`src/rtl/prbs_chk_par.sv`:
```
// Purpose   : self-synchronising PRBS31 (x^31+x^28+1) checker for DW-bit parallel words
// Latency   : DIN sampled at edge k is checked at edge k+1 (counters, LOCKED, FRAME_DONE)
// Backpress.: none, accepts one word per cycle
//
// Ports:
//   CLK, RST         rising-edge clock, async active-high reset
//   CLR              synchronous clear of all state and outputs
//   ALIGNED, DIPUSH  a word is taken only when both are high
//   DIN              received word, bit 0 earliest on the line
//   FRAME_MODE, INIT 1 = count only inside the INIT-opened window of FRAME_LEN words
//   LOCKED           lock state (HUNT=0, LOCKED=1)
//   ERR_CNT/RECV_CNT saturating bit-error and counted-word totals
//   LOSS_CNT         saturating count of lock losses
//   FRAME_DONE       one-cycle pulse when the frame window closes
module prbs_chk_par #(
    parameter int DW         = 16,
    parameter int CW         = 64,
    parameter int FRAME_LEN  = 1024,
    parameter int LOCK_CNT   = 16,
    parameter int UNLOCK_CNT = 4,
    parameter int BAD_THR    = 4
) (
    input  logic          CLK,
    input  logic          RST,
    input  logic          CLR,
    input  logic          ALIGNED,
    input  logic          DIPUSH,
    input  logic [DW-1:0] DIN,
    input  logic          FRAME_MODE,
    input  logic          INIT,
    output logic          LOCKED,
    output logic [CW-1:0] ERR_CNT,
    output logic [CW-1:0] RECV_CNT,
    output logic [15:0]   LOSS_CNT,
    output logic          FRAME_DONE
);

    localparam int EW          = $clog2(DW + 1);
    localparam int CW1         = CW + 1;
    localparam int PRIME_WORDS = (31 + DW - 1) / DW;
    localparam int PW          = $clog2(PRIME_WORDS + 1);
    localparam int GW          = $clog2(LOCK_CNT + 1);
    localparam int BW          = $clog2(UNLOCK_CNT + 1);
    localparam int WW          = $clog2(FRAME_LEN + 1);
    // a threshold at or above DW can never be exceeded; clamp so it fits EW bits
    localparam int BT          = (BAD_THR > DW) ? DW : BAD_THR;

    localparam logic [PW-1:0] PRIME_DONE = PW'(PRIME_WORDS);
    localparam logic [GW-1:0] GOOD_LAST  = GW'(LOCK_CNT - 1);
    localparam logic [BW-1:0] BAD_LAST   = BW'(UNLOCK_CNT - 1);
    localparam logic [WW-1:0] WIN_LOAD   = WW'(FRAME_LEN);
    localparam logic [EW-1:0] BAD_LIM    = EW'(BT);

    localparam logic [0:0] ST_HUNT   = 1'b0;
    localparam logic [0:0] ST_LOCKED = 1'b1;

    // state
    logic [DW-1:0] din_d1_q,     din_d1_d;
    logic          valid_d1_q,   valid_d1_d;
    logic [30:0]   hist_q,       hist_d;
    logic [PW-1:0] prime_cnt_q,  prime_cnt_d;
    logic [0:0]    state_q,      state_d;
    logic [GW-1:0] good_run_q,   good_run_d;
    logic [BW-1:0] bad_run_q,    bad_run_d;
    logic [WW-1:0] win_cnt_q,    win_cnt_d;
    logic [CW-1:0] err_cnt_q,    err_cnt_d;
    logic [CW-1:0] recv_cnt_q,   recv_cnt_d;
    logic [15:0]   loss_cnt_q,   loss_cnt_d;
    logic          frame_done_q, frame_done_d;

    // stage-2 datapath
    logic [DW+30:0] stream;
    logic [DW-1:0]  exp_bits;
    logic [DW-1:0]  diff;
    logic [EW-1:0]  err_word;
    logic [CW:0]    err_sum;
    logic           valid_in;
    logic           primed;
    logic           checked;
    logic           word_good;
    logic           word_bad;
    logic           candidate;
    logic           win_open;
    logic           count_en;

    assign valid_in = DIPUSH & ALIGNED;

    // stream[0] is the oldest history bit (n-31 relative to din_d1[0]), so
    // expected bit i = stream[i] ^ stream[i+3]. For DW>28 the upper taps reach
    // into din_d1 itself, which is what makes the checker self-synchronising.
    assign stream = {din_d1_q, hist_q};

    always_comb begin
        exp_bits = '0;
        for (int i = 0; i < DW; i++) begin
            exp_bits[i] = stream[i] ^ stream[i+3];
        end
    end

    assign diff = din_d1_q ^ exp_bits;

    always_comb begin
        err_word = '0;
        for (int i = 0; i < DW; i++) begin
            err_word = err_word + EW'(diff[i]);
        end
    end

    assign primed    = (prime_cnt_q == PRIME_DONE);
    assign checked   = valid_d1_q & primed;
    assign word_good = (err_word == '0);
    assign word_bad  = (err_word > BAD_LIM);
    assign candidate = checked & (state_q == ST_LOCKED);
    assign win_open  = (win_cnt_q != '0);
    // INIT on the same edge as a word reloads the window and swallows that word
    assign count_en  = candidate & (FRAME_MODE ? (win_open & ~INIT) : 1'b1);
    assign err_sum   = {1'b0, err_cnt_q} + CW1'(err_word);

    always_comb begin
        din_d1_d     = valid_in ? DIN : din_d1_q;
        valid_d1_d   = valid_in;
        hist_d       = hist_q;
        prime_cnt_d  = prime_cnt_q;
        state_d      = state_q;
        good_run_d   = good_run_q;
        bad_run_d    = bad_run_q;
        win_cnt_d    = win_cnt_q;
        err_cnt_d    = err_cnt_q;
        recv_cnt_d   = recv_cnt_q;
        loss_cnt_d   = loss_cnt_q;
        frame_done_d = 1'b0;

        // history always tracks received bits, whatever the lock state
        if (valid_d1_q) begin
            hist_d = stream[DW+30:DW];
            if (!primed) begin
                prime_cnt_d = prime_cnt_q + PW'(1);
            end
        end

        if (checked) begin
            if (state_q == ST_HUNT) begin
                if (word_good) begin
                    if (good_run_q == GOOD_LAST) begin
                        state_d    = ST_LOCKED;
                        good_run_d = '0;
                        bad_run_d  = '0;
                    end else begin
                        good_run_d = good_run_q + GW'(1);
                    end
                end else begin
                    good_run_d = '0;
                end
            end else begin
                if (word_bad) begin
                    if (bad_run_q == BAD_LAST) begin
                        state_d    = ST_HUNT;
                        good_run_d = '0;
                        bad_run_d  = '0;
                        loss_cnt_d = (&loss_cnt_q) ? loss_cnt_q : loss_cnt_q + 16'd1;
                    end else begin
                        bad_run_d = bad_run_q + BW'(1);
                    end
                end else begin
                    bad_run_d = '0;
                end
            end
        end

        // window decrements on every checked word, hunting or locked
        if (INIT) begin
            win_cnt_d = WIN_LOAD;
        end else if (checked && win_open) begin
            win_cnt_d = win_cnt_q - WW'(1);
        end
        frame_done_d = win_open & (win_cnt_d == '0);

        if (count_en) begin
            recv_cnt_d = (&recv_cnt_q) ? recv_cnt_q : recv_cnt_q + CW'(1);
            err_cnt_d  = err_sum[CW] ? {CW{1'b1}} : err_sum[CW-1:0];
        end

        if (CLR) begin
            din_d1_d     = '0;
            valid_d1_d   = 1'b0;
            hist_d       = '0;
            prime_cnt_d  = '0;
            state_d      = ST_HUNT;
            good_run_d   = '0;
            bad_run_d    = '0;
            win_cnt_d    = '0;
            err_cnt_d    = '0;
            recv_cnt_d   = '0;
            loss_cnt_d   = '0;
            frame_done_d = 1'b0;
        end
    end

    always_ff @(posedge CLK or posedge RST) begin
        if (RST) begin
            din_d1_q     <= '0;
            valid_d1_q   <= 1'b0;
            hist_q       <= '0;
            prime_cnt_q  <= '0;
            state_q      <= ST_HUNT;
            good_run_q   <= '0;
            bad_run_q    <= '0;
            win_cnt_q    <= '0;
            err_cnt_q    <= '0;
            recv_cnt_q   <= '0;
            loss_cnt_q   <= '0;
            frame_done_q <= 1'b0;
        end else begin
            din_d1_q     <= din_d1_d;
            valid_d1_q   <= valid_d1_d;
            hist_q       <= hist_d;
            prime_cnt_q  <= prime_cnt_d;
            state_q      <= state_d;
            good_run_q   <= good_run_d;
            bad_run_q    <= bad_run_d;
            win_cnt_q    <= win_cnt_d;
            err_cnt_q    <= err_cnt_d;
            recv_cnt_q   <= recv_cnt_d;
            loss_cnt_q   <= loss_cnt_d;
            frame_done_q <= frame_done_d;
        end
    end

    assign LOCKED     = (state_q == ST_LOCKED);
    assign ERR_CNT    = err_cnt_q;
    assign RECV_CNT   = recv_cnt_q;
    assign LOSS_CNT   = loss_cnt_q;
    assign FRAME_DONE = frame_done_q;

endmodule

```
`config.mk`:
```
export PLATFORM = sky130hd
export DESIGN_NAME = prbs_chk_par
export DESIGN_NICKNAME = d
export VERILOG_FILES = /design/src/rtl/prbs_chk_par.sv
export SDC_FILE = /design/constraint.sdc
export NUM_CORES = 1
export LEC_CHECK = 0
export CORE_MARGIN = 3
export CORE_UTILIZATION = 37
export CTS_BUF_LIST = sky130_fd_sc_hd__clkbuf_16
export CTS_CLUSTER_SIZE = 30
export DETAILED_ROUTE_END_ITERATION = 8
export GPL_ROUTABILITY_DRIVEN = 0
export SLEW_MARGIN = 10
export SYNTH_ARGS = -nofsm -noshare
export SYNTH_HDL_FRONTEND = slang
export SYNTH_SLANG_ARGS = --single-unit
```
`constraint.sdc`:
```
create_clock -name CLK -period 8.55 [get_ports CLK]
set_clock_uncertainty 0.05 [all_clocks]
set_input_delay 1.71 -clock CLK [delete_from_list [all_inputs] [get_ports CLK]]
set_output_delay 1.71 -clock CLK [all_outputs]
set_load 0.005 [all_outputs]
```
* Word level (Yosys, flattened, before mapping) *
Index checks and enable logic that the tools add are counted.

storage, ports and cells
  register bits = 215
  bits in latches = 0
  RAM bits = 0
  bits in read-only memories = 0
  output and inout bits = 146
  word-level logic and storage cells = 133
  memories kept = 0

cells by class
  $add $sub $neg = 22
  multiply operators = 0
  divide/modulo/power cells = 0
  $lt $le $gt $ge = 1
  equal/unequal tests = 8
  shifts and indexed selects = 0
  multiplexer cells = 46
  bitwise gates (word level) = 24
  reductions and logical operators = 20

operator list
  operator                 number
  $mux W64                 6
  $mux W16                 8
  $add A64 B5 Y65          1
  $add A64 B1 Y64 const B  1
  $reduce_and A64 Y1       1
  $mux W31                 2
  $add A5 B1 Y5            11
  $mux W5                  7
  $mux W11                 3
  $mux W3                  7
  $add A16 B1 Y16 const B  1
  $reduce_and A16 Y1       1
  $xor A1 B1 Y1            16
  $xor A16 B16 Y16         1
  $reduce_bool A2 Y1       7
  $logic_not A11 Y1        1
  $reduce_bool A11 Y1      1
  $sub A11 B1 Y11 const B  1
  $mux W1                  10
  $and A1 B1 Y1            6
  $mux W2                  3
  $ne A2 B2 Y1 const B     3
  $ne A3 B2 Y1 const B     2
  $reduce_and A3 Y1        2
  other kinds (17)         19

* Depth between registers and ports, before layout *
Gate-level depths: netlist (run 1).

  word-level depth = 22
  gate-level depth with buffers = 22
  gate-level depth less buffers = 20

* Worst setup path after synthesis (run 1) *
OpenSTA, ideal clock, no wires.

  path type = register to register
  start point = register hist_q[4]
  end point = register err_cnt_q[48], in the netlist ERR_CNT[48]
  arrival time = 5651 ps
  required time = 8389 ps
  setup slack = 2738 ps
  stages on the path, launching flop included = 20
  path buffers = 1
  period minus slack after synthesis = 5812 ps
  cells stage by stage = dfrtp_1 -> xor2_1 -> xnor2_1 -> fa_1 -> fa_1 -> fa_1 -> inv_1 -> fa_1 -> ha_1 -> fa_1 -> and2_1 -> o21a_1 -> ha_1 -> a21oi_1 -> o22ai_2 -> nand3_1 -> or2_0 -> buf_2 -> and2_4 -> a2111oi_2

between the ends
  word-level cells in the longest chain between the ends = 21
  elaborated cells on any way between the ends = 22
  classes of those cells = add/sub (16); mux (3); bitwise (3)

ends and longest elaborated chain
  item                             RTL line  source
  from (decl)                      60        logic [30:0] hist_q, hist_d;
  from (signal assigned)           216       hist_q <= hist_d;
  $xor A1 B1 Y1                    96        exp_bits[i] = stream[i] ^ stream[i+3];
  $xor A16 B16 Y16 (*)             100       assign diff = din_d1_q ^ exp_bits;
  $add A1 B1 Y2                    105       err_word = err_word + EW'(diff[i]);
  $add A2 B1 Y3                    105
  $add A3 B1 Y4                    105
  $add A4 B1 Y5 (*)                105
  $add A5 B1 Y5 (*) (11 in a row)  105
  $add A64 B5 Y65 (*)              117       assign err_sum = {1'b0, err_cnt_q} + CW1'(err_word);
  $mux W64 (*)                     180       err_cnt_d = err_sum[CW] ? {CW{1'b1}} : err_sum[CW-1:0];
  $mux W64 (*)                     178       if (count_en) begin
  $mux W64 (*)                     183       if (CLR) begin
  to (signal assigned)             222       err_cnt_q <= err_cnt_d;
  to (decl)                        66        logic [CW-1:0] err_cnt_q, err_cnt_d;

Mark *: on every way between the ends. The rest lies on a longest branch, timed or not. The select of a mux whose other input is x is not followed.
A chain may end at the register's enable or synchronous reset.

* Worst setup path in the final report (run 1) *
  start point = register hist_q[4]
  end point = register err_cnt_q[15], in the netlist ERR_CNT[15]

The elaborated chain is that of the path after synthesis.

==> results of run 1 <==
critical path, stage by stage, from the launching register on:
cell and delay [ps]:
dfrtp_1 410, xor2_1 180, xnor2_1 210, fa_1 490, fa_1 520, fa_1 550, inv_1 60, fa_1 470
ha_1 250, fa_1 480, and2_1 220, o21a_1 170, ha_1 360, a21oi_1 120, o22ai_2 370, nand3_2 400
nor3_2 900, o21ai_0 210, a221oi_1 350
sequential cells by signal, summed over array words and instances, names as in the netlist:
signal	flops
valid_d1_q	1
din_d1_q	16
RECV_CNT	64
hist_q	31
LOCKED	1
FRAME_DONE	1
bad_run_q	3
LOSS_CNT	16
win_cnt_q	11
good_run_q	5
ERR_CNT	64
prime_cnt_q	2
cell usage after synthesis (4+ instances only):
cell      count  area share [%]
mux2_2        9            0.82
clkbuf_1     30            0.91
nand2b_1      7            0.35
a211oi_1     19             1.1
nor4_1       36             1.8
xnor2_1      31             2.2
fa_1         11             1.8
nor3_1       43             1.7
or3_1        35             1.8
a21oi_1      86             3.5
o21ai_1      10            0.40
dfrtp_1     215              43
a221oi_1      6            0.42
nor2b_1      11            0.55
nor2_1      129             3.9
nand4_1      33             1.7
or4_1        30             1.8
o211ai_1      5            0.30
ha_1         16             1.6
a41oi_1      14            0.99
and2_1       12            0.61
a22o_1       16             1.1
nand2_1      79             2.4
o31ai_1      24             1.5
xor2_1       30             2.1
o21ai_0      52             2.1
or2_2         4            0.20
buf_1        10            0.30
a21o_1        5            0.30
o21a_1       10            0.61
nand3_1      53             2.1
buf_6         5            0.45
inv_1        37             1.1
and4_1       15             1.1
buf_2        19            0.77
mux2i_1      40             3.2
and3_1       25             1.3
a31oi_1      19            0.96
a311oi_1      7            0.49
how the worst min path moves through the flow:
stage	startpoint	end	slack, ps	cells past startpoint
2_1_floorplan	bad_run_q[1]	bad_run_q[1]	400	2
3_3_place_gp	bad_run_q[2]	bad_run_q[2]	420	1
3_5_place_dp	bad_run_q[2]	bad_run_q[2]	440	1
4_1_cts	bad_run_q[2]	bad_run_q[2]	450	1
5_1_grt	bad_run_q[2]	bad_run_q[2]	460	1
6_report	bad_run_q[2]	bad_run_q[2]	440	1
kinds of logic (layout without fill, tap and decap cells):
logic type / Yosys count / after routing / synth area share [%]
DFF: 215 / 215 / 43.4
buffers and inverters: 107 / 260 / 3.92
muxes: 49 / 49 / 4.04
AOI/OAI and AO/OA: 310 / 310 / 16.8
adders and majority gates: 27 / 27 / 3.39
xor gates and xnor gates: 61 / 61 / 4.31
and+or+nand+nor: 543 / 543 / 24.2
cells in the final DEF, fill, tap and decap left out, types with 30 or more instances in the layout:
cell type | netlist | routed
a21oi_1 | 86 | 86
nor2_1 | 129 | 129
nand3_1 | 53 | 53
nand4_1 | 33 | 33
clkdlybuf4s50_1 | 0 | 167
xnor2_1 | 31 | 31
or4_1 | 30 | 30
o21ai_0 | 52 | 52
inv_1 | 37 | 41
nor4_1 | 36 | 36
dfrtp_1 | 215 | 214
mux2i_1 | 40 | 40
nand2_1 | 79 | 79
xor2_1 | 30 | 30
nor3_1 | 43 | 43
or3_1 | 35 | 35
power by group through the flow:
stage                     Clock (uW)  Sequential (uW)  Combinational [uW]
after global routing            1170             1050                 227
after floorplan                    0             1060                 146
after CTS                       1130             1040                 202
after global placement             0             1060                 199
final                           1110             1040                 200
after detailed placement           0             1060                 201
per-stage QoR:
stage,util [%],cells,setup slack (ps),area (sq um)
after CTS,46.4,1907,1640,15200
after detailed placement,43.9,1862,1660,14400
after global placement,43.9,1862,1880,14400
after floorplan,-,1312,911,12400
final,46.4,1907,1700,15200
after global routing,46.4,1907,1170,15200
layout make-up:
| class | instances | area share, % |
|---|---|---|
| sequential | 215 | 35.4 |
| clock buffer | 25 | 4.11 |
| multi-input combinational | 990 | 43.0 |
| clock inverter | 20 | 1.39 |
| timing repair buffer | 177 | 11.5 |
| tap | 442 | 3.63 |
| inverter | 38 | 0.986 |
per-layer routing:
layer	wire length [microns]	vias up	track usage, %
met1	16300	5374	27.4
met5	0	-	0
met3	1800	64	2.96
li1	-	5187	-
met4	794	0	4.70
met2	16400	298	30.9
==> results.py, run 1 <==
metrics = {
    "sta": {
        "slew_violations": 0,
        "setup_viol": 0,
        "period_share_pct": 80.2,
        "hold_slack_ps": 442,
        "slew_headroom_pct": 35.2,
        "rsz0062_at_grt": "no",
        "fin_crit_ps": 6850,
        "worstMarginPinSlew_ps": 966,
        "report.final.hold_viol_count": 0,
        "tns_ps": 0,
        "fmax_mhz": 146,
    },
    "setup_path": {
        "crit_required_ps": 8900,
        "crit_fanout": 15,
        "critPathKind": "register to register",
        "setup.worst_path.end": "ERR_CNT[15]",
        "crit_start": "hist_q[4]",
        "worstSetupEndpointType": "register",
        "r2r_start": "hist_q[4]",
        "cp.arrival_ps": 7210,
        "r2r_slack_ps": 1700,
        "r2r_cells": 18,
        "cp-start-kind": "register",
        "rr_endpoint": "ERR_CNT[15]",
    },
    "route": {
        "via_count": 10923,
        "drt_iter0_drc": 865,
        "first_pass_iters": 5,
        "drc": 0,
        "viasPerCell": 5.73,
        "finalWirelength_mm": 35.3,
        "post_drt_wl_per_cell_microns": 18.5,
        "ant_nets": 0,
    },
    "global_routing": {
        "grt_overflow": 0,
        "grt_max_degree": 114,
        "grt_pass1_vias": 10604,
        "antenna_found_initial": 0,
        "gr-usage-all-layers_pct": 19.2,
        "grt_first_pass_wirelength_mm": 57.6,
    },
    "synth": {
        "async_flop_share_pct": 100,
        "synth_edf_count": 0,
        "syn_nets": 1362,
        "yosysUniqueCellTypes": 93,
        "synth_cells": 1312,
        "synth-seq-area-share_pct": 43.4,
        "yosys_most_used_dff": "dfrtp_1",
        "syn_area_per_cell_sq_um": 9.46,
        "ys_seq_elements": 215,
        "syn_area_sq_um": 12400,
        "ys_warn_count": 0,
    },
    "floorplanning": {
        "die_h_microns": 189,
        "core-area_sq_um": 32800,
        "die-area_sq_um": 35800,
        "rows": 66,
        "start_util_pct": 37.8,
        "io_pins": 169,
        "die_w_microns": 189,
    },
    "clock_tree": {
        "clk_pin_slew_ps": 60,
        "h-tree-depth": 1,
        "cts_tree": "built",
        "clkLatencyLatePin_ps": 520,
        "cts_made_buffers": 25,
        "holdBufCountCts": 0,
        "cts_setup_buffers": 0,
        "clock_sinks": 215,
        "clockBufferDepth": 3,
        "cts_resized": 0,
        "clock-root-buffer": "clkbuf_16",
    },
    "layout": {
        "antenna_cells": 0,
        "area_delta_synth_final_pct": 22.7,
        "multiInputGateArea_sq_um": 6550,
        "drive_gt1_share_pct": 6.62,
        "fillers": 3165,
        "regArea_sq_um": 5380,
        "finalNetCount": 1497,
    },
    "run": {
        "maxCapViolations": 0,
    },
    "power": {
        "total_power_uw": 2350,
        "swShare_pct": 24.2,
        "net-switching-power_uw": 570,
        "p_comb_share_pct": 8.5,
        "seqPwrFrac_pct": 44.4,
        "peakVddDrop_mv": 0.138,
        "p_clk_share_pct": 47.1,
        "p_int_uw": 1780,
        "p_per_area_nw_per_um2": 155,
        "leakagePower_uw": 0.00592,
    },
    "run_status": {
        "status": "finished, final reports clean",
    },
    "worst_hold_path": {
        "hp-class": "register to register",
    },
    "place": {
        "hpwlAfterDp_mm": 24.1,
        "io_buffer_count": 168,
    },
}
(Power assumes the default switching activity.)
==> run 2, diff against run 1 <==
clock period = 6.2 ns   (was 8.55 ns; I/O delays follow)
==> results.py, run 2 (synthesized netlist as in run 1, its figures left out) <==
metrics = {
    "sta": {
        "slew_headroom_pct": 34.2,
        "fmax_mhz": 169,
        "rsz0062_at_grt": "yes",
        "fin_crit_ps": 5930,
        "hold_slack_ps": 441,
        "slew_violations": 0,
        "setup_viol": 0,
        "report.final.hold_viol_count": 0,
        "tns_ps": 0,
        "worstMarginPinSlew_ps": 986,
        "period_share_pct": 95.6,
    },
    "global_routing": {
        "grt_max_degree": 135,
        "gr-usage-all-layers_pct": 19.2,
        "grt_first_pass_wirelength_mm": 57.4,
        "grt_overflow": 0,
        "grt_pass1_vias": 10511,
        "antenna_found_initial": 0,
    },
    "clock_tree": {
        "h-tree-depth": 1,
        "clkLatencyLatePin_ps": 530,
        "cts_tree": "built",
        "clock-root-buffer": "clkbuf_16",
        "cts_setup_buffers": 0,
        "holdBufCountCts": 0,
        "clock_sinks": 215,
        "clk_pin_slew_ps": 60,
        "clockBufferDepth": 3,
        "cts_made_buffers": 27,
    },
    "run": {
        "maxCapViolations": 0,
    },
    "place": {
        "place_area_sq_um": 14500,
        "hpwlAfterDp_mm": 24.6,
        "io_buffer_count": 168,
    },
    "floorplanning": {
        "core-area_sq_um": 32800,
        "die-area_sq_um": 35800,
        "start_util_pct": 37.8,
        "die_h_microns": 189,
        "io_pins": 169,
        "die_w_microns": 189,
        "rows": 66,
    },
    "route": {
        "via_count": 11011,
        "ant_nets": 0,
        "drt_iter0_drc": 845,
        "drc": 0,
        "finalWirelength_mm": 35.4,
        "first_pass_iters": 6,
        "post_drt_wl_per_cell_microns": 18.4,
        "viasPerCell": 5.72,
    },
    "setup_path": {
        "worstSetupEndpointType": "register",
        "cp-start-kind": "register",
        "crit_fanout": 12,
        "cp.arrival_ps": 6300,
        "crit_required_ps": 6570,
        "critPathKind": "register to register",
    },
    "power": {
        "p_per_area_nw_per_um2": 214,
        "leakagePower_uw": 0.00600,
        "peakVddDrop_mv": 0.191,
    },
    "layout": {
        "drive_gt1_share_pct": 8.42,
        "antenna_cells": 0,
        "final_cell_mix": "dfrtp_1 (214), clkdlybuf4s50_1 (167), nor2_1 (129), a21oi_1 (85), nand2_1 (79)",
        "finalNetCount": 1514,
        "fin_area_sq_um": 15400,
        "final_common_cell": "dfrtp_1",
        "area_delta_synth_final_pct": 24.3,
    },
    "run_status": {
        "status": "finished, final reports clean",
    },
    "worst_hold_path": {
        "hp-class": "register to register",
    },
}
==> run 2: changes by cell type in the layout (fill, tap and decap cells not counted), sizes merged <==
cell,previous run,this run
bufinv,5,4
clkinv,11,10
clkinvlp,0,7
inv,42,39
buf,10,25
clkbuf,25,27
==> run 2: power by group <==
group / total (uW) / switching [uW] / internal (uW)
Combinational: 280 / 170 / 110
Sequential: 1440 / 21.5 / 1420
Clock: 1580 / 623 / 957
==> run 2: stage by stage <==
step / std cells / worst slack [ps] / util [%] / total power [uW]
floorplan: 1312 / 388 / - / 1660
global placement: 1877 / 349 / 44.2 / 1740
detailed placement: 1877 / 220 / 44.2 / 1750
CTS: 1926 / 200 / 47.0 / 3350
global route: 1926 / -9.15 / 47.0 / 3450
finish: 1926 / 270 / 47.0 / 3300
==> run 2: layout make-up <==
| type | count | area (sq um) |
|---|---|---|
| fillers | 3138 | 17400 |
| multi-input cells | 990 | 6570 |
| flip-flops and latches | 215 | 5380 |
| repair buffers | 192 | 1880 |
| clock buffers | 27 | 676 |
| well taps | 442 | 553 |
| clock inverters | 22 | 218 |
| inverters | 38 | 146 |
==> run 2: worst paths after layout <==
| check | from | end | slack (ps) | depth (start not counted) |
|---|---|---|---|---|
| setup / recovery | hist_q[4] | ERR_CNT[37] | 270 | 18 |
| min in group asynchronous | RST | LOSS_CNT[2] | 970 | 2 |
| hold reg to reg | bad_run_q[2] | bad_run_q[2] | 440 | 1 |
| hold / removal | bad_run_q[2] | bad_run_q[2] | 440 | 1 |
| setup reg to reg | hist_q[4] | ERR_CNT[37] | 270 | 18 |
| max in group asynchronous | RST | RECV_CNT[53] | 3890 | 3 |
==> run 2: worst max-delay path: stages, from the launching register on <==
cell and delay [ps]:
dfrtp_1 410, xor2_1 180, xnor2_1 220, fa_1 480
fa_1 520, fa_1 540, inv_1 60, fa_1 480
ha_1 250, fa_1 380, and2_1 190, o21a_1 180
ha_1 360, a21oi_1 120, o22ai_2 200, nand3_2 130
o31a_2 500, and2_1 300, a211oi_1 290
==> run 2: repair_timing <==
item	in CTS	in global routing
endpoints found under the hold margin	0	0
setup endpoints to repair	0	3
resized for setup	0	4
==> run 2: layer usage <==
layer,GRT usage [%],vias to the layer above,wire (microns)
met5,0,-,0
met4,4.44,0,745
met3,2.57,59,1880
met2,31.0,323,16400
met1,27.5,5392,16300
li1,-,5237,-
